### config.mk
export PLATFORM = sky130hd
export DESIGN_NAME = rf_write_arbiter
export DESIGN_NICKNAME = d
export VERILOG_FILES = /design/src/rtl/cpu_types_pkg.sv /design/src/rtl/rf_wb_fifo.sv /design/src/rtl/rf_write_arbiter.sv
export SDC_FILE = /design/constraint.sdc
export NUM_CORES = 1
export LEC_CHECK = 0
export ABC_CLOCK_PERIOD_IN_PS = 3000
export CORE_MARGIN = 2
export CORE_UTILIZATION = 51
export DETAILED_ROUTE_END_ITERATION = 10
export HOLD_SLACK_MARGIN = 0.15
export PLACE_DENSITY = 0.81
export SETUP_SLACK_MARGIN = 0.3
export SLEW_MARGIN = 0
export SYNTH_ARGS = -nofsm -noshare
export SYNTH_HDL_FRONTEND = slang
export SYNTH_SLANG_ARGS = --single-unit
### constraint.sdc
create_clock -name CLK -period 3 [get_ports CLK]
set_input_delay 0.45 -clock CLK [delete_from_list [all_inputs] [get_ports CLK]]
set_output_delay 0.45 -clock CLK [all_outputs]
set_load 0.005 [all_outputs]
### src/rtl/cpu_types_pkg.sv
// cpu_types_pkg: shared CPU types plus the register-file write arbiter's
// buffer entry and default buffer depth.
//   regbits_t      register select (5 bits, register 0 is the hard zero)
//   word_t         data word (32 bits)
//   rf_arb_entry_t one buffered writeback: destination select and data
//   rr_state_e     round-robin priority state of the arbiter
package cpu_types_pkg;

  localparam int REG_W  = 5;
  localparam int WORD_W = 32;

  typedef logic [REG_W-1:0]  regbits_t;
  typedef logic [WORD_W-1:0] word_t;

  typedef struct packed {
    regbits_t wsel;
    word_t    wdat;
  } rf_arb_entry_t;

  localparam int RF_ARB_DEPTH = 2;

  typedef enum logic {
    RR_ALU = 1'b0,
    RR_MEM = 1'b1
  } rr_state_e;

endpackage

### src/rtl/rf_wb_fifo.sv
// rf_wb_fifo: writeback buffer for one requester of the register-file write
// arbiter. Circular FIFO of rf_arb_entry_t, DEPTH a power of two (>= 2).
// Ports:
//   CLK, nRST         clock, asynchronous active-low reset (empties buffer)
//   push_i, din_i     write an entry (ignored when full)
//   pop_i             drop the head entry (ignored when empty)
//   full_o, empty_o   occupancy flags
//   head_o            oldest entry
//   ent_o, ent_vld_o  all slots in age order (index 0 = oldest) with
//                     per-slot valid, used for hazard matching
module rf_wb_fifo
  import cpu_types_pkg::*;
#(
  parameter int DEPTH = RF_ARB_DEPTH
) (
  input  logic                      CLK,
  input  logic                      nRST,
  input  logic                      push_i,
  input  logic                      pop_i,
  input  rf_arb_entry_t             din_i,
  output logic                      full_o,
  output logic                      empty_o,
  output rf_arb_entry_t             head_o,
  output rf_arb_entry_t [DEPTH-1:0] ent_o,
  output logic [DEPTH-1:0]          ent_vld_o
);

  localparam int PTR_W = $clog2(DEPTH);

  typedef logic [PTR_W-1:0] ptr_t;
  typedef logic [PTR_W:0]   cnt_t;

  rf_arb_entry_t mem_q [DEPTH];
  ptr_t          rd_ptr_q, rd_ptr_d;
  ptr_t          wr_ptr_q, wr_ptr_d;
  cnt_t          cnt_q, cnt_d;
  logic          do_push, do_pop;

  assign full_o  = (cnt_q == cnt_t'(DEPTH));
  assign empty_o = (cnt_q == '0);
  assign do_push = push_i & ~full_o;
  assign do_pop  = pop_i & ~empty_o;
  assign head_o  = mem_q[rd_ptr_q];

  // Pointers wrap naturally because DEPTH is a power of two.
  always_comb begin
    rd_ptr_d = rd_ptr_q;
    wr_ptr_d = wr_ptr_q;
    cnt_d    = cnt_q;
    if (do_push) wr_ptr_d = wr_ptr_q + ptr_t'(1);
    if (do_pop)  rd_ptr_d = rd_ptr_q + ptr_t'(1);
    case ({do_push, do_pop})
      2'b10:   cnt_d = cnt_q + cnt_t'(1);
      2'b01:   cnt_d = cnt_q - cnt_t'(1);
      default: cnt_d = cnt_q;
    endcase
  end

  always_ff @(posedge CLK or negedge nRST) begin
    if (!nRST) begin
      rd_ptr_q <= '0;
      wr_ptr_q <= '0;
      cnt_q    <= '0;
      for (int i = 0; i < DEPTH; i++) mem_q[i] <= '0;
    end else begin
      rd_ptr_q <= rd_ptr_d;
      wr_ptr_q <= wr_ptr_d;
      cnt_q    <= cnt_d;
      if (do_push) mem_q[wr_ptr_q] <= din_i;
    end
  end

  // Age-ordered view: slot i is the i-th oldest stored entry.
  always_comb begin
    ent_o     = '0;
    ent_vld_o = '0;
    for (int i = 0; i < DEPTH; i++) begin
      ent_o[i]     = mem_q[rd_ptr_q + ptr_t'(i)];
      ent_vld_o[i] = (cnt_t'(i) < cnt_q);
    end
  end

endmodule

### src/rtl/rf_write_arbiter.sv
// rf_write_arbiter: merges ALU and load writebacks onto the single register
// file write port. Each requester has its own rf_wb_fifo; the heads are
// arbitrated round-robin and the granted head is written and popped on the
// same edge. Pending entries are matched against the decode read selects to
// raise busy (stall) and, optionally, forward data.
// Optional feature: define RF_ARB_FWD_EN to enable forwarding of pending data
// on fwd1/fwd2; without it the fwd outputs are tied to zero.
// Ports:
//   CLK, nRST                         clock, async active-low reset
//   alu_valid/ready/wsel/wdat         requester 0 handshake and payload
//   mem_valid/ready/wsel/wdat         requester 1 handshake and payload
//   rf_WEN/rf_wsel/rf_wdat            register file write port
//   rsel1/rsel2                       read selects being decoded
//   busy1/busy2                       a buffered write targets rselN
//   fwd1_valid/dat, fwd2_valid/dat    forwarded pending data
// DEPTH must be a power of two and at least 2.
//
// Round-robin state (rr_q):
//   state  | meaning
//   RR_ALU | ALU wins if both buffers hold entries (reset value)
//   RR_MEM | MEM wins if both buffers hold entries
module rf_write_arbiter
  import cpu_types_pkg::*;
#(
  parameter int DEPTH = RF_ARB_DEPTH
) (
  input  logic     CLK,
  input  logic     nRST,
  input  logic     alu_valid,
  output logic     alu_ready,
  input  regbits_t alu_wsel,
  input  word_t    alu_wdat,
  input  logic     mem_valid,
  output logic     mem_ready,
  input  regbits_t mem_wsel,
  input  word_t    mem_wdat,
  output logic     rf_WEN,
  output regbits_t rf_wsel,
  output word_t    rf_wdat,
  input  regbits_t rsel1,
  input  regbits_t rsel2,
  output logic     busy1,
  output logic     busy2,
  output logic     fwd1_valid,
  output word_t    fwd1_dat,
  output logic     fwd2_valid,
  output word_t    fwd2_dat
);

  rf_arb_entry_t             alu_din, mem_din;
  rf_arb_entry_t             alu_head, mem_head;
  rf_arb_entry_t [DEPTH-1:0] alu_ent, mem_ent;
  logic [DEPTH-1:0]          alu_vld, mem_vld;
  logic                      alu_full, alu_empty, mem_full, mem_empty;
  logic                      alu_push, mem_push;
  logic                      gnt_alu, gnt_mem;
  rr_state_e                 rr_q, rr_d;
  logic [DEPTH-1:0]          alu_hit1, alu_hit2, mem_hit1, mem_hit2;

  // nRST gates ready so the handshake is closed while reset is held.
  assign alu_ready = nRST & ~alu_full;
  assign mem_ready = nRST & ~mem_full;

  // Writes to register 0 complete the handshake but are never buffered.
  assign alu_push = alu_valid & alu_ready & (alu_wsel != '0);
  assign mem_push = mem_valid & mem_ready & (mem_wsel != '0);

  assign alu_din = '{wsel: alu_wsel, wdat: alu_wdat};
  assign mem_din = '{wsel: mem_wsel, wdat: mem_wdat};

  rf_wb_fifo #(.DEPTH(DEPTH)) u_alu_fifo (
    .CLK       (CLK),
    .nRST      (nRST),
    .push_i    (alu_push),
    .pop_i     (gnt_alu),
    .din_i     (alu_din),
    .full_o    (alu_full),
    .empty_o   (alu_empty),
    .head_o    (alu_head),
    .ent_o     (alu_ent),
    .ent_vld_o (alu_vld)
  );

  rf_wb_fifo #(.DEPTH(DEPTH)) u_mem_fifo (
    .CLK       (CLK),
    .nRST      (nRST),
    .push_i    (mem_push),
    .pop_i     (gnt_mem),
    .din_i     (mem_din),
    .full_o    (mem_full),
    .empty_o   (mem_empty),
    .head_o    (mem_head),
    .ent_o     (mem_ent),
    .ent_vld_o (mem_vld)
  );

  always_ff @(posedge CLK or negedge nRST) begin
    if (!nRST) rr_q <= RR_ALU;
    else       rr_q <= rr_d;
  end

  // Any grant hands priority to the other requester for the next tie.
  always_comb begin
    gnt_alu = 1'b0;
    gnt_mem = 1'b0;
    rr_d    = rr_q;
    if (!alu_empty && !mem_empty) begin
      if (rr_q == RR_ALU) gnt_alu = 1'b1;
      else                gnt_mem = 1'b1;
    end else if (!alu_empty) begin
      gnt_alu = 1'b1;
    end else if (!mem_empty) begin
      gnt_mem = 1'b1;
    end
    if (gnt_alu) rr_d = RR_MEM;
    if (gnt_mem) rr_d = RR_ALU;
  end

  always_comb begin
    rf_WEN  = gnt_alu | gnt_mem;
    rf_wsel = '0;
    rf_wdat = '0;
    if (gnt_alu) begin
      rf_wsel = alu_head.wsel;
      rf_wdat = alu_head.wdat;
    end else if (gnt_mem) begin
      rf_wsel = mem_head.wsel;
      rf_wdat = mem_head.wdat;
    end
  end

  function automatic logic [DEPTH-1:0] match_vec(
    input rf_arb_entry_t [DEPTH-1:0] ent,
    input logic [DEPTH-1:0]          vld,
    input regbits_t                  rsel
  );
    logic [DEPTH-1:0] h;
    h = '0;
    for (int i = 0; i < DEPTH; i++)
      h[i] = vld[i] && (ent[i].wsel == rsel) && (rsel != '0);
    return h;
  endfunction

  assign alu_hit1 = match_vec(alu_ent, alu_vld, rsel1);
  assign alu_hit2 = match_vec(alu_ent, alu_vld, rsel2);
  assign mem_hit1 = match_vec(mem_ent, mem_vld, rsel1);
  assign mem_hit2 = match_vec(mem_ent, mem_vld, rsel2);

  assign busy1 = (|alu_hit1) | (|mem_hit1);
  assign busy2 = (|alu_hit2) | (|mem_hit2);

`ifdef RF_ARB_FWD_EN
  // Slots are age ordered, so the last hit in the scan is the youngest.
  function automatic word_t youngest(
    input rf_arb_entry_t [DEPTH-1:0] ent,
    input logic [DEPTH-1:0]          hit
  );
    word_t d;
    d = '0;
    for (int i = 0; i < DEPTH; i++)
      if (hit[i]) d = ent[i].wdat;
    return d;
  endfunction

  // When both buffers match, cross-requester order is unknown: no forward,
  // the stall on busy resolves it.
  assign fwd1_valid = (|alu_hit1) ^ (|mem_hit1);
  assign fwd2_valid = (|alu_hit2) ^ (|mem_hit2);
  assign fwd1_dat   = !fwd1_valid ? '0 :
                      (|alu_hit1) ? youngest(alu_ent, alu_hit1) :
                                    youngest(mem_ent, mem_hit1);
  assign fwd2_dat   = !fwd2_valid ? '0 :
                      (|alu_hit2) ? youngest(alu_ent, alu_hit2) :
                                    youngest(mem_ent, mem_hit2);
`else
  assign fwd1_valid = 1'b0;
  assign fwd2_valid = 1'b0;
  assign fwd1_dat   = '0;
  assign fwd2_dat   = '0;
`endif

endmodule

==> results.toml, run 1 <==
[clocking]
cts_root_buffer = "clkbuf_16"
cts-htree-levels = 4
cts_buffers = 17
cts_tree = "done"
cts_buffer_depth = 2
cts_sinks = 157
clk_latency_ns = 0.42
clk_pin_slew_ns = 0.06

[setup_path]
crit_slowest_cell = "clkdlybuf4s50_1"
crit_path_max_incr_delay_ns = 0.46
arrival_ns = 2.30
crit_type = "reg -> out"
cp_data_required_time_ns = 2.55
end_kind = "primary output"
critPathTopFamily = "buffers and inverters"
worstPathMaxFanout = 16
cp-start-kind = "flop"
path_cells = "inv_1 > ha_1 > buf_4 > o21bai_4 > buf_12 > o22ai_2 > clkdlybuf4s50_1"
cp_num_buf_inv = 4

[power_and_ir_drop]
peakVddDrop_mv = 0.659
p_per_area_mw_per_mm2 = 1170
design_power_total_mw = 12.5
p_leak_nw = 4.92

[sta]
rsz0062_at_grt = "yes"
slew_viol_final = 0
hold_viol_final = 0
fin_skew_ns = 0.0134
fmax_mhz = 364
whs_ns = 0.463
max_slew_margin_pct = 51.4
timing.final.crit_share_pct = 91.6
finalCriticalPeriod_ns = 2.75
setup_tns_ns = 0
finalSetupViolCount = 0
worstMarginPinSlew_ns = 0.730

[status]
outcome = "finished clean"

[placement]
placed_cells = 974
dpl.hpwl_mm = 13.5
portBuffers = 129
gp_congestion = 0.899

[finish]
instances_no_fill = 1031
diodes = 0
fin_nets = 894
area_growth_pct = 26.4
drive_gt1_share_pct = 24.3

[floorplanning]
die_w_um = 133
initial_core_util_pct = 51.7
die_area_mm2 = 0.0177
boundaryPins = 196
rows = 47
coreArea_mm2 = 0.0165
die_h_um = 133

[logic_synthesis]
synth_top_area_share_pct = 46.2
seq_area_frac_synth_pct = 46.2
synth-adder-area-share_pct = 1.18
yosysWarningCount = 0
synth_common_cells = "dfrtp_1 (157), mux2i_1 (84), buf_4 (66)"
synth-seq-cells = 157
yosys.area_share.simple_pct = 2.43
synth.area.top_cells = "dfrtp_1 (46%), mux2_4 (11%), mux2i_1 (9.9%), mux2_1 (7.9%), buf_4 (5.8%)"
synth_edf_count = 0
synth_xor_area_share_pct = 4.94
yosys.area.top_type = "dfrtp_1"
syn_area_mm2 = 0.00851
yosysMostFrequentCell = "dfrtp_1"
yosysUniqueCellTypes = 31
synth_top_family_by_area = "multiplexers"
avgSynthCellArea_um2 = 13.2
synthFlopType = "dfrtp_1"
syn_inst = 645
synth_compound_area_share_pct = 3.95
synth.area.mux_share_pct = 32.1
async_flop_share_pct = 100

[global_route]
grt_pass1_wl_mm = 30.8
grt_pass1_vias = 5775
grt_max_degree = 59
grt_use_total_pct = 22.5
antenna_found_initial = 0
overflow = 0

[drt]
drt_iter0_markers = 238
wl_per_cell_um = 18.9
vias = 5371
drtAntennaViolNets = 0
wl_mm = 19.5
drcViolationCount = 0
via_per_inst = 5.21
firstDrtPassIters = 4

[job]
max_cap_viol_count = 0

[worst_hold_path]
hold_path.class = "in -> async"
==> timing repair <==
action	4_1_cts	5_1_grt
pin swaps	8	9
hold endpoints to repair	10	0
hold buffers	1	0
setup buffers	9	14
resized for setup	55	18
endpoints found under the setup margin	39	46
gates cloned	1	0
==> where the power goes <==
group | internal, mW | switching [mW]
clock | 1.29 | 0.825
sequential | 3.22 | 0.708
combinational | 3.67 | 2.82
total | 8.19 | 4.35
==> final cells by class <==
type	count	area (um2)
Inverter	9	33.8
Tap cell	220	275
Clock buffer	23	478
Fill cell	1232	5710
Clock inverter	9	109
Sequential cell	157	3930
Multi-Input combinational cell	438	4160
Timing Repair Buffer	175	1760
==> layout by cell type (no fill, tap or decap), drive strengths merged, types with 3 or more instances in the layout <==
cell | Yosys | layout
a21oi | 3 | 3
a22oi | 4 | 4
buf | 90 | 48
clkbuf | 16 | 23
clkdlybuf4s50 | 0 | 90
clkinv | 0 | 4
conb | 1 | 66
dfrtp | 157 | 157
dlygate4sd2 | 0 | 32
dlymetal6s2s | 0 | 3
ha | 8 | 8
inv | 9 | 11
mux2 | 148 | 148
mux2i | 84 | 84
nand2 | 5 | 5
nor2 | 13 | 13
nor4 | 8 | 8
o22ai | 37 | 37
or4 | 4 | 4
xnor2 | 48 | 48
==> registers in the layout (all words and copies together), names as in the netlist <==
register / flops
rr_q: 1
u_alu_fifo.cnt_q: 2
u_alu_fifo.mem_q: 74
u_alu_fifo.rd_ptr_q: 1
u_alu_fifo.wr_ptr_q: 1
u_mem_fifo.cnt_q: 2
u_mem_fifo.mem_q: 74
u_mem_fifo.rd_ptr_q: 1
u_mem_fifo.wr_ptr_q: 1
==> metrics by stage <==
step	instance area, um2	util [%]	worst slack [ns]
final	10800	65.3	0.251
after global routing	10800	65.3	0.179
after CTS	10600	64.2	0.182
after detailed placement	9840	59.8	0.180
after global placement	9840	59.8	0.175
after floorplan	8750	-	0.907
==> path summary, 6_finish.rpt <==
kind,startpoint,end,slack (ns),depth (start not counted)
min in group CLK,u_mem_fifo.mem_q[20],u_mem_fifo.mem_q[20],0.49,1
min reg2reg,u_mem_fifo.mem_q[20],u_mem_fifo.mem_q[20],0.49,1
max,u_alu_fifo.cnt_q[1],rf_wdat[21],0.25,7
max in group asynchronous,nRST,u_alu_fifo.mem_q[21],0.91,4
max reg2reg,u_mem_fifo.cnt_q[1],u_mem_fifo.mem_q[50],0.63,7
min,nRST,u_mem_fifo.mem_q[72],0.46,2
==> worst register-to-register path: cells and delay by family (launching register included) <==
kind	cells	cell delay (ns)
AND/OR/NAND/NOR	2	0.68
adder cells (fa/ha/maj)	1	0.17
buffers and inverters	2	0.47
multiplexers	1	0.38
AO/OA/AOI/OAI	1	0.18
flip-flops	1	0.39
==> logic make-up (layout without fill, tap and decap cells) <==
| group | after synthesis | after routing |
|---|---|---|
| mux | 232 | 232 |
| flops | 157 | 157 |
| xor+xnor | 48 | 48 |
| simple gates | 35 | 35 |
| fa+ha+maj | 8 | 8 |
| buf+inv | 115 | 216 |
| compound gates | 49 | 49 |
| other cells | 1 | 66 |
==> layer usage <==
metal  routed length (um)  track usage, %  part of all wire [%]
met5                    0               0                     0
met4                  303            6.97                   1.6
met3                 1130            5.59                   5.8
met2                 9650            37.8                    49
met1                 8420            28.9                    43
No activity file was read; power rests on OpenSTA's default activity.
==> inputs of run 2 (changes only) <==
--- a/config.mk
+++ b/config.mk
@@ -7,12 +7,14 @@
 export LEC_CHECK = 0
 export ABC_CLOCK_PERIOD_IN_PS = 3000
 export CORE_MARGIN = 2
-export CORE_UTILIZATION = 51
+export CORE_UTILIZATION = 53
 export DETAILED_ROUTE_END_ITERATION = 10
 export HOLD_SLACK_MARGIN = 0.15
 export PLACE_DENSITY = 0.81
 export SETUP_SLACK_MARGIN = 0.3
+export SKIP_CTS_REPAIR_TIMING = 1
 export SLEW_MARGIN = 0
 export SYNTH_ARGS = -nofsm -noshare
 export SYNTH_HDL_FRONTEND = slang
+export SYNTH_HIERARCHICAL = 1
 export SYNTH_SLANG_ARGS = --single-unit
==> run 2 against run 1 <==
Sequential share of layout area is 1.0 points lower. Count of clock-buffer cells in the layout is 4 lower. Fmax hardly changed. Hold slack better by 0.041 ns. First-iteration DRC count is 23% higher. Setup slack better by 0.00093 ns. Final cell count is 0.58% higher. Critical path type unchanged. Synthesized area is 11% higher. Critical path depth stayed put. Sequential cell count stayed put. Synthesized cell count is 13% higher.
==> results.toml, run 2 <==
[status]
outcome = "finished clean"

[finish]
largestRegisters = "u_alu_fifo/mem_q x74, u_mem_fifo/mem_q x74"
fillers = 1258
design_area_mm2 = 0.0110
final_common_cell = "mux2_2"
drive_gt1_share_pct = 40.0
fin_nets = 894
fin_util_pct = 63.7
area_growth_pct = 17.2
final_cell_mix = "mux2_2 (165), dfrtp_1 (155), clkdlybuf4s50_1 (123), mux2_4 (67), conb_1 (66)"
instances_no_fill = 1037

[setup_path]
end_kind = "primary output"
cp-start-kind = "flop"
worstPathMaxFanout = 22
crit_slowest_cell = "clkdlybuf4s50_1"
cp_num_buf_inv = 4
crit_type = "reg -> out"
timing.rr.start = "u_mem_fifo/cnt_q[0]"
crit_path_max_incr_delay_ns = 0.51
path_cells = "inv_2 > ha_4 > buf_4 > nor2_4 > buf_12 > a22o_1 > clkdlybuf4s50_1"
arrival_ns = 2.30
cp_data_required_time_ns = 2.55
critPathTopFamily = "buffers and inverters"
crit_start = "u_mem_fifo/cnt_q[0]"

[sta]
fin_skew_ns = 0.00746
hold_viol_final = 0
whs_ns = 0.503
rsz0062_at_grt = "yes"
slew_viol_final = 0
worstMarginPinSlew_ns = 0.940
max_slew_margin_pct = 37.4
finalCriticalPeriod_ns = 2.75
fmax_mhz = 364
timing.final.crit_share_pct = 91.6
finalSetupViolCount = 0
setup_tns_ns = 0

[global_route]
antenna_found_initial = 2
grt_pass1_wl_mm = 31.0
overflow = 0
grt_pass1_vias = 5767
grt_use_total_pct = 21.9
grt_max_degree = 77

[power_and_ir_drop]
p_leak_nw = 5.00
peakVddDrop_mv = 0.735
p_per_area_mw_per_mm2 = 1240

[drt]
drtAntennaViolNets = 0
drt_iter0_markers = 292
wl_mm = 21.5
via_per_inst = 5.30
firstDrtPassIters = 4
vias = 5491
wl_per_cell_um = 20.7
drcViolationCount = 0

[floorplanning]
rows = 48
boundaryPins = 196
initial_core_util_pct = 54.3
coreArea_mm2 = 0.0174
die_w_um = 137
die_area_mm2 = 0.0189
die_h_um = 137

[clocking]
cts_tree = "done"
cts-htree-levels = 4
clk_latency_ns = 0.43
cts_buffers = 17
cts_sinks = 157
cts_buffer_depth = 2
clk_pin_slew_ns = 0.06
cts_root_buffer = "clkbuf_16"

[logic_synthesis]
syn_area_mm2 = 0.00943
yosysWarningCount = 6
syn_inst = 727
avgSynthCellArea_um2 = 13.0

[worst_hold_path]
hold_start = "u_alu_fifo/mem_q[44]"
hold_path.class = "reg -> reg"

[placement]
dpl_cell_area_mm2 = 0.00995
portBuffers = 129
placed_cells = 978
dpl.hpwl_mm = 13.9
gp_congestion = 0.836

[job]
max_cap_viol_count = 0
run 2: cell count changes in the layout (fill, tap and decap cells not counted), sizes merged, moves of 4 or more:
| cell | before | now |
|---|---|---|
| mux2 | 148 | 232 |
| mux2i | 84 | 0 |
| a22o | 0 | 37 |
| o22ai | 37 | 0 |
| xnor2 | 48 | 14 |
| xor2 | 0 | 34 |
| clkdlybuf4s50 | 90 | 123 |
| dlygate4sd2 | 32 | 0 |
| buf | 48 | 39 |
| nand3 | 0 | 8 |
| nor2 | 13 | 8 |
| a22oi | 4 | 0 |
run 2: power by group:
part	internal (mW)	leakage, nW	switching, mW	total [mW]
clock network	1.42	0.300	0.871	2.29
logic	4.58	2.83	2.93	7.51
registers	3.22	1.87	0.645	3.86
run 2: path summary, 6_finish.rpt:
| check | end | slack, ns | depth (start not counted) |
|---|---|---|---|
| hold reg to reg | u_alu_fifo/mem_q[44] | 0.50 | 1 |
| setup / recovery | rf_wdat[2] | 0.25 | 7 |
| setup reg to reg | u_mem_fifo/mem_q[48] | 0.42 | 9 |
| hold / removal | u_alu_fifo/mem_q[44] | 0.50 | 1 |
| min in group asynchronous | u_alu_fifo/mem_q[69] | 0.66 | 3 |
| max in group asynchronous | u_alu_fifo/mem_q[24] | 1.50 | 3 |
run 2: layout make-up:
type	instances	area, um2	area share, %
Multi-Input combinational cell	443	4320	39.1
Sequential cell	157	3930	35.6
Timing Repair Buffer	172	1860	16.8
Clock buffer	19	443	4.01
Tap cell	225	282	2.55
Clock inverter	13	188	1.70
Inverter	7	26.3	0.238
Antenna cell	1	2.50	0.0226
run 2: layer usage:
layer | global-route usage, % | wire length [um] | up-vias
li1 | - | - | 2460
met1 | 28.2 | 9420 | 2833
met2 | 36.4 | 10700 | 172
met3 | 6.11 | 1090 | 24
met4 | 5.73 | 261 | 2
met5 | 0 | 13 | -
run 2: stage by stage:
stage	power, mW	setup WS, ns
after CTS	12.8	-0.169
after floorplan	9.13	0.788
after detailed placement	10.4	0.195
final	13.7	0.252
after global routing	14.4	0.148
after global placement	10.2	0.177
==> inputs of run 3 (changes only) <==
--- a/config.mk
+++ b/config.mk
@@ -9,6 +9,7 @@
 export CORE_MARGIN = 2
 export CORE_UTILIZATION = 53
 export DETAILED_ROUTE_END_ITERATION = 10
+export GPL_TIMING_DRIVEN = 0
 export HOLD_SLACK_MARGIN = 0.15
 export PLACE_DENSITY = 0.81
 export SETUP_SLACK_MARGIN = 0.3
==> run 3 against run 2 <==
Highest routed layer is now met4. Clock power up 3%. Critical path type unchanged. Sequential power about the same. Combinational power rose by 18%.
==> results.toml, run 3 (synthesis results as in run 2) <==
[clocking]
cts_buffer_depth = 2
cts_sinks = 157
clk_pin_slew_ns = 0.06
cts-htree-levels = 4
cts_buffers = 17
cts_tree = "done"
cts_root_buffer = "clkbuf_16"
clk_latency_ns = 0.43

[setup_path]
path_cells = "buf_6 > buf_8 > mux2_4 > xor2_1 > nor4_2 > nand3_1 > nand4_1 > o21a_1 > dlymetal6s2s_1"
cp_data_required_time_ns = 2.55
arrival_ns = 2.40
end_kind = "primary output"
critPathTopFamily = "simple AND/OR/NAND/NOR gates"
worstPathMaxFanout = 7
crit_type = "reg -> out"
cp.depth = 9
crit_path_max_incr_delay_ns = 0.43
cp_num_buf_inv = 3
r2r_slack_ns = 0.60
crit_slowest_cell = "dfrtp_1"
cp-start-kind = "flop"
r2r_cells = 9

[floorplanning]
coreArea_mm2 = 0.0174
die_area_mm2 = 0.0189
die_w_um = 137
rows = 48
boundaryPins = 196
initial_core_util_pct = 54.3
die_h_um = 137

[sta]
fin_skew_ns = 0.00890
hold_viol_final = 0
slew_viol_final = 0
fmax_mhz = 351
rsz0062_at_grt = "yes"
timing.final.crit_share_pct = 95.0
finalCriticalPeriod_ns = 2.85
finalSetupViolCount = 0

[drt]
wl_mm = 21.9
wl_per_cell_um = 18.1
drtAntennaViolNets = 0
drt_iter0_markers = 204
vias = 5964
via_per_inst = 4.92
drcViolationCount = 0
firstDrtPassIters = 6

[power_and_ir_drop]
peakVddDrop_mv = 0.695
p_leak_nw = 6.41
p_per_area_mw_per_mm2 = 1190

[placement]
dpl_cell_area_mm2 = 0.0112
dpl.hpwl_mm = 14.6
gp_congestion = 0.809
portBuffers = 119

[finish]
drive_gt1_share_pct = 51.6
area_growth_pct = 33.9
design_area_mm2 = 0.0126
fillers = 1171
final_cell_mix = "buf_4 (175), mux2_2 (161), dfrtp_1 (156), clkdlybuf4s50_1 (81), mux2_4 (71)"
largestRegisters = "u_alu_fifo/mem_q x74, u_mem_fifo/mem_q x74"
diodes = 0
final_common_cell = "buf_4"
fin_nets = 1071
fin_util_pct = 72.7

[job]
max_cap_viol_count = 0

[global_route]
grt_pass1_wl_mm = 31.4
grt_use_total_pct = 22.2
overflow = 0
grt_max_degree = 86
antenna_found_initial = 0
grt_pass1_vias = 5873

[status]
outcome = "finished clean"

[worst_hold_path]
hold_path.class = "in -> async"
## run 3: cell types whose count changed in the layout (fill, tap and decap cells not counted), sizes merged
cell / previous run / this run
buf: 39 / 227
clkdlybuf4s50: 123 / 81
dlymetal6s2s: 3 / 36
inv: 9 / 13
clkbuf: 25 / 23
clkinvlp: 3 / 1
clkinv: 4 / 3
diode: 1 / 0
dlygate4sd3: 1 / 0
## run 3: power by group
part | switching [mW] | total [mW] | internal [mW]
Combinational | 3.14 | 8.87 | 5.73
Sequential | 0.631 | 3.84 | 3.21
Clock | 0.930 | 2.35 | 1.42
Total | 4.70 | 15.1 | 10.4
## run 3: final timing paths
| path | from | endpoint |
|---|---|---|
| worst max-delay path | u_alu_fifo/rd_ptr_q | busy1 |
| max in group asynchronous | nRST | u_alu_fifo/mem_q[19] |
| worst min register to register | u_alu_fifo/mem_q[31] | u_alu_fifo/mem_q[31] |
| worst min-delay path | nRST | u_mem_fifo/mem_q[24] |
| worst max register to register | u_alu_fifo/cnt_q[0] | u_alu_fifo/mem_q[46] |
| min in group CLK | u_alu_fifo/mem_q[31] | u_alu_fifo/mem_q[31] |
## run 3: cell type report
type                            instances  area, um2  share of cell area [%]
Multi-Input combinational cell        443       4330                    34.3
Sequential cell                       157       3930                    31.1
Timing Repair Buffer                  164       1790                    14.2
Buffer                                185       1630                    12.9
Clock buffer                           18        429                    3.40
Tap cell                              225        282                    2.23
Clock inverter                         14        208                    1.65
Inverter                                7       26.3                   0.208
## run 3: per-stage QoR
| stage | power, mW | hold slack, ns | cells | worst slack [ns] | setup TNS, ns |
|---|---|---|---|---|---|
| 2_1_floorplan | 9.13 | 0.154 | 792 | 0.788 | 0 |
| 3_3_place_gp | 11.4 | 0.482 | 1136 | -5.18 | -1562.93 |
| 3_5_place_dp | 11.6 | 0.461 | 1137 | -0.0141 | -0.0167 |
| 4_1_cts | 14.0 | 0.00527 | 1169 | -0.498 | -3.58 |
| 5_1_grt | 15.9 | 0.0868 | 1213 | 0.0102 | 0 |
| 6_report | 15.1 | 0.0658 | 1213 | 0.149 | 0 |
## run 3: routing by layer
layer  wire length [um]  vias to the layer above  global-route usage [%]
li1                   -                     2824                       -
met1               9820                     2953                    29.9
met2              10700                      172                    37.0
met3               1140                       15                    5.19
met4                225                        0                    4.12
met5                  0                        -                       0
## run 3: worst reg2reg max path: cells and delay by family (launching register included)
| family | cells | cell delay (ns) |
|---|---|---|
| fa+ha+maj | 1 | 0.25 |
| flops | 1 | 0.36 |
| mux | 1 | 0.36 |
| compound gates | 1 | 0.30 |
| simple gates | 3 | 0.56 |
| buf+inv | 3 | 0.44 |
==> RTL edit, RTL diff (settings of run 3) <==
The package constant `REG_W` goes from 5 to 10.
--- a/src/rtl/cpu_types_pkg.sv
+++ b/src/rtl/cpu_types_pkg.sv
@@ -8,3 +8,3 @@
 
-  localparam int REG_W  = 5;
+  localparam int REG_W  = 10;
   localparam int WORD_W = 32;
Interface: changed (5 resized); port bits go from 196 to 221. The function was not compared with the original's and may differ.
==> RTL edit against run 3 <==
Cell count grew 15%; count of clock-buffer cells in the layout shrank 1; area after synthesis rose by 13%; final area up 9.5%; setup slack got worse by 0.15 ns; power up 8.0%; critical path depth grew 1; die area up 13%; core utilization shrank 2.2 points; highest routed layer is now met5; sequential cell count up 20; the run now ends with hold timing, setup timing left; clock power fell by 9.4%; wire length is 19% higher; largest cell class unchanged.
==> RTL edit: results (changes against run 3) <==
- Run status: finished with violations (was finished clean).
* Failing checks: hold timing, setup timing
* Worst hold slack across all endpoints: -0.0802 ns (was 0.0658 ns)
- The total track usage is 23.7% (was 22.2%).
- The final setup violation count is 2 (was 0).
- Leakage power summed over all cells: 0.00660 µW (was 0.00641 µW)
- Hold crit path type: in -> async (unchanged)
* Clock Root Buffer: sky130_fd_sc_hd__clkbuf_16 (unchanged)
- Layout Skew: 0.00748 ns (was 0.00890 ns)
- Reg2Reg Setup Slack: 0.54 ns (was 0.60 ns)
- Master of the slowest instance on the critical path: sky130_fd_sc_hd__dfrtp_2 (was sky130_fd_sc_hd__dfrtp_1)
- The detailed-routing iteration count for the pre-antenna-repair pass is 4 (was 6).
- The number of levels in the clock H-tree is 4 (unchanged).
- The clock buffer count from CTS is 17 (unchanged).
- The share of final-layout standard cells stronger than drive strength 1 is 48.4% (was 51.6%).
- The global-route met3 utilization was 4.17% (was 5.19%).
- Detailed-route via count: 7041 (was 5964)
* Leading registers by flop count: u_alu_fifo/mem_q x84, u_mem_fifo/mem_q x84 (was u_alu_fifo/mem_q x74, u_mem_fifo/mem_q x74)
- Largest net degree at the start of global routing: 101 (was 86)
- The number of hold-slack violations in the final timing report is 78 (was 0).
- CTS clock-pin slew for the worst setup and hold paths: 0.07 ns
- # port buffers: 134 (was 119)
* Least setup slack across all paths after layout: -0.00504 ns (was 0.149 ns)
- Later-pin clock latency in the skew report: 0.43 ns (about the same)
* Critical path fanouts, max: 4 (was 7)
- The count of synthesis-stage warnings from yosys was 6 (unchanged).
- Fin Setup TNS: -0.00912 ns (was 0 ns)
* Global-route wire length before repair: 39400 µm (was 31400 µm)
- The peak ir drop on the vdd network came to 0.594 mV (was 0.695 mV).
- Met1 Usage GRT: 32.5% (was 29.9%)
- DRC violation count after routing: 0 (unchanged)
- Final wirelength: 26100 µm (was 21900 µm)
- The weighted congestion at the end of routability-driven global placement is 0.942 (was 0.809).
- Worst slew margin: 67.1%
* Deepest clock path buffer count: 2 (unchanged)
- The kind of cell with the highest combined delay on the critical path is buffers and inverters (was simple AND/OR/NAND/NOR gates).
* Via count of the first global-routing pass: 7100 (was 5873)
- The stage delay of the slowest cell on the critical path is 0.45 ns (was 0.43 ns).
- Launch instance of the worst register-to-register path: u_mem_fifo/cnt_q[1] (was u_alu_fifo/cnt_q[0])
- The number of antenna violations at the first check in global routing was 1 (was 0).
* Final global-route overflow total: 0 (unchanged)
- Reg-to-reg critical path endpoint: u_mem_fifo/mem_q[43] (was u_alu_fifo/mem_q[46])
* Register-to-Register Path Depth: 9 (unchanged)
- The count of nets after finishing is 1232 (was 1071).
- Count of antenna diodes in the layout: 0 (unchanged)
* 1st-iter DRT viols: 310 (was 204)
- Source of the critical timing path: u_alu_fifo/rd_ptr_q (unchanged)
- The placed standard-cell area is 12600 µm² (was 11200 µm²).
- The HPWL after detailed placement was 18800 µm (was 14600 µm).
- The end point of the critical path is busy2 (was busy1).
- GRT met2 Usage: 39.0% (was 37.0%)
* Internal cell power: 10700 µW (was 10400 µW)
[RTL edit: worst min-delay path by stage]
stage | start | endpoint | slack [ns] | cells past startpoint
after floorplan | nRST | rr_q | 0.15 | 0
after global placement | u_mem_fifo/mem_q[42] | u_mem_fifo/mem_q[42] | 0.47 | 1
after detailed placement | nRST | u_alu_fifo/mem_q[12] | 0.47 | 1
after CTS | nRST | u_alu_fifo/mem_q[12] | 0.008 | 1
after global routing | nRST | u_alu_fifo/mem_q[12] | -0.05 | 1
final | nRST | u_alu_fifo/mem_q[12] | -0.08 | 1
[RTL edit: area by class of cell]
cell class / instances / area, µm²
Buffer: 207 / 1600
Fill cell: 1404 / 5780
Multi-Input combinational cell: 545 / 5100
Tap cell: 265 / 332
Sequential cell: 177 / 4430
Timing Repair Buffer: 161 / 1760
Inverter: 7 / 26.3
Clock buffer: 17 / 425
Clock inverter: 15 / 141
[RTL edit: power by group through the flow]
| stage | clock network (µW) | registers (µW) | logic [µW] |
|---|---|---|---|
| floorplan | 0 | 4090 | 6320 |
| detailed placement | 0 | 4300 | 9030 |
| CTS | 2160 | 4270 | 9110 |
| global placement | 0 | 4230 | 8900 |
| finish | 2130 | 4320 | 9820 |
| global route | 2270 | 4460 | 10500 |
[RTL edit: layer usage]
layer	part of all wire [%]	wire (µm)
met1	45	11700
met2	48	12700
met3	5.0	1320
met4	1.5	399
met5	0.042	11
[RTL edit: metrics by stage]
| stage | setup slack (ns) | power [µW] | instances |
|---|---|---|---|
| 5_1_grt | -0.129 | 17200 | 1394 |
| 3_5_place_dp | -0.323 | 13300 | 1336 |
| 4_1_cts | -0.798 | 15500 | 1368 |
| 6_report | -0.00504 | 16300 | 1394 |
| 3_3_place_gp | -5.97 | 13100 | 1335 |
| 2_1_floorplan | 0.630 | 10400 | 936 |
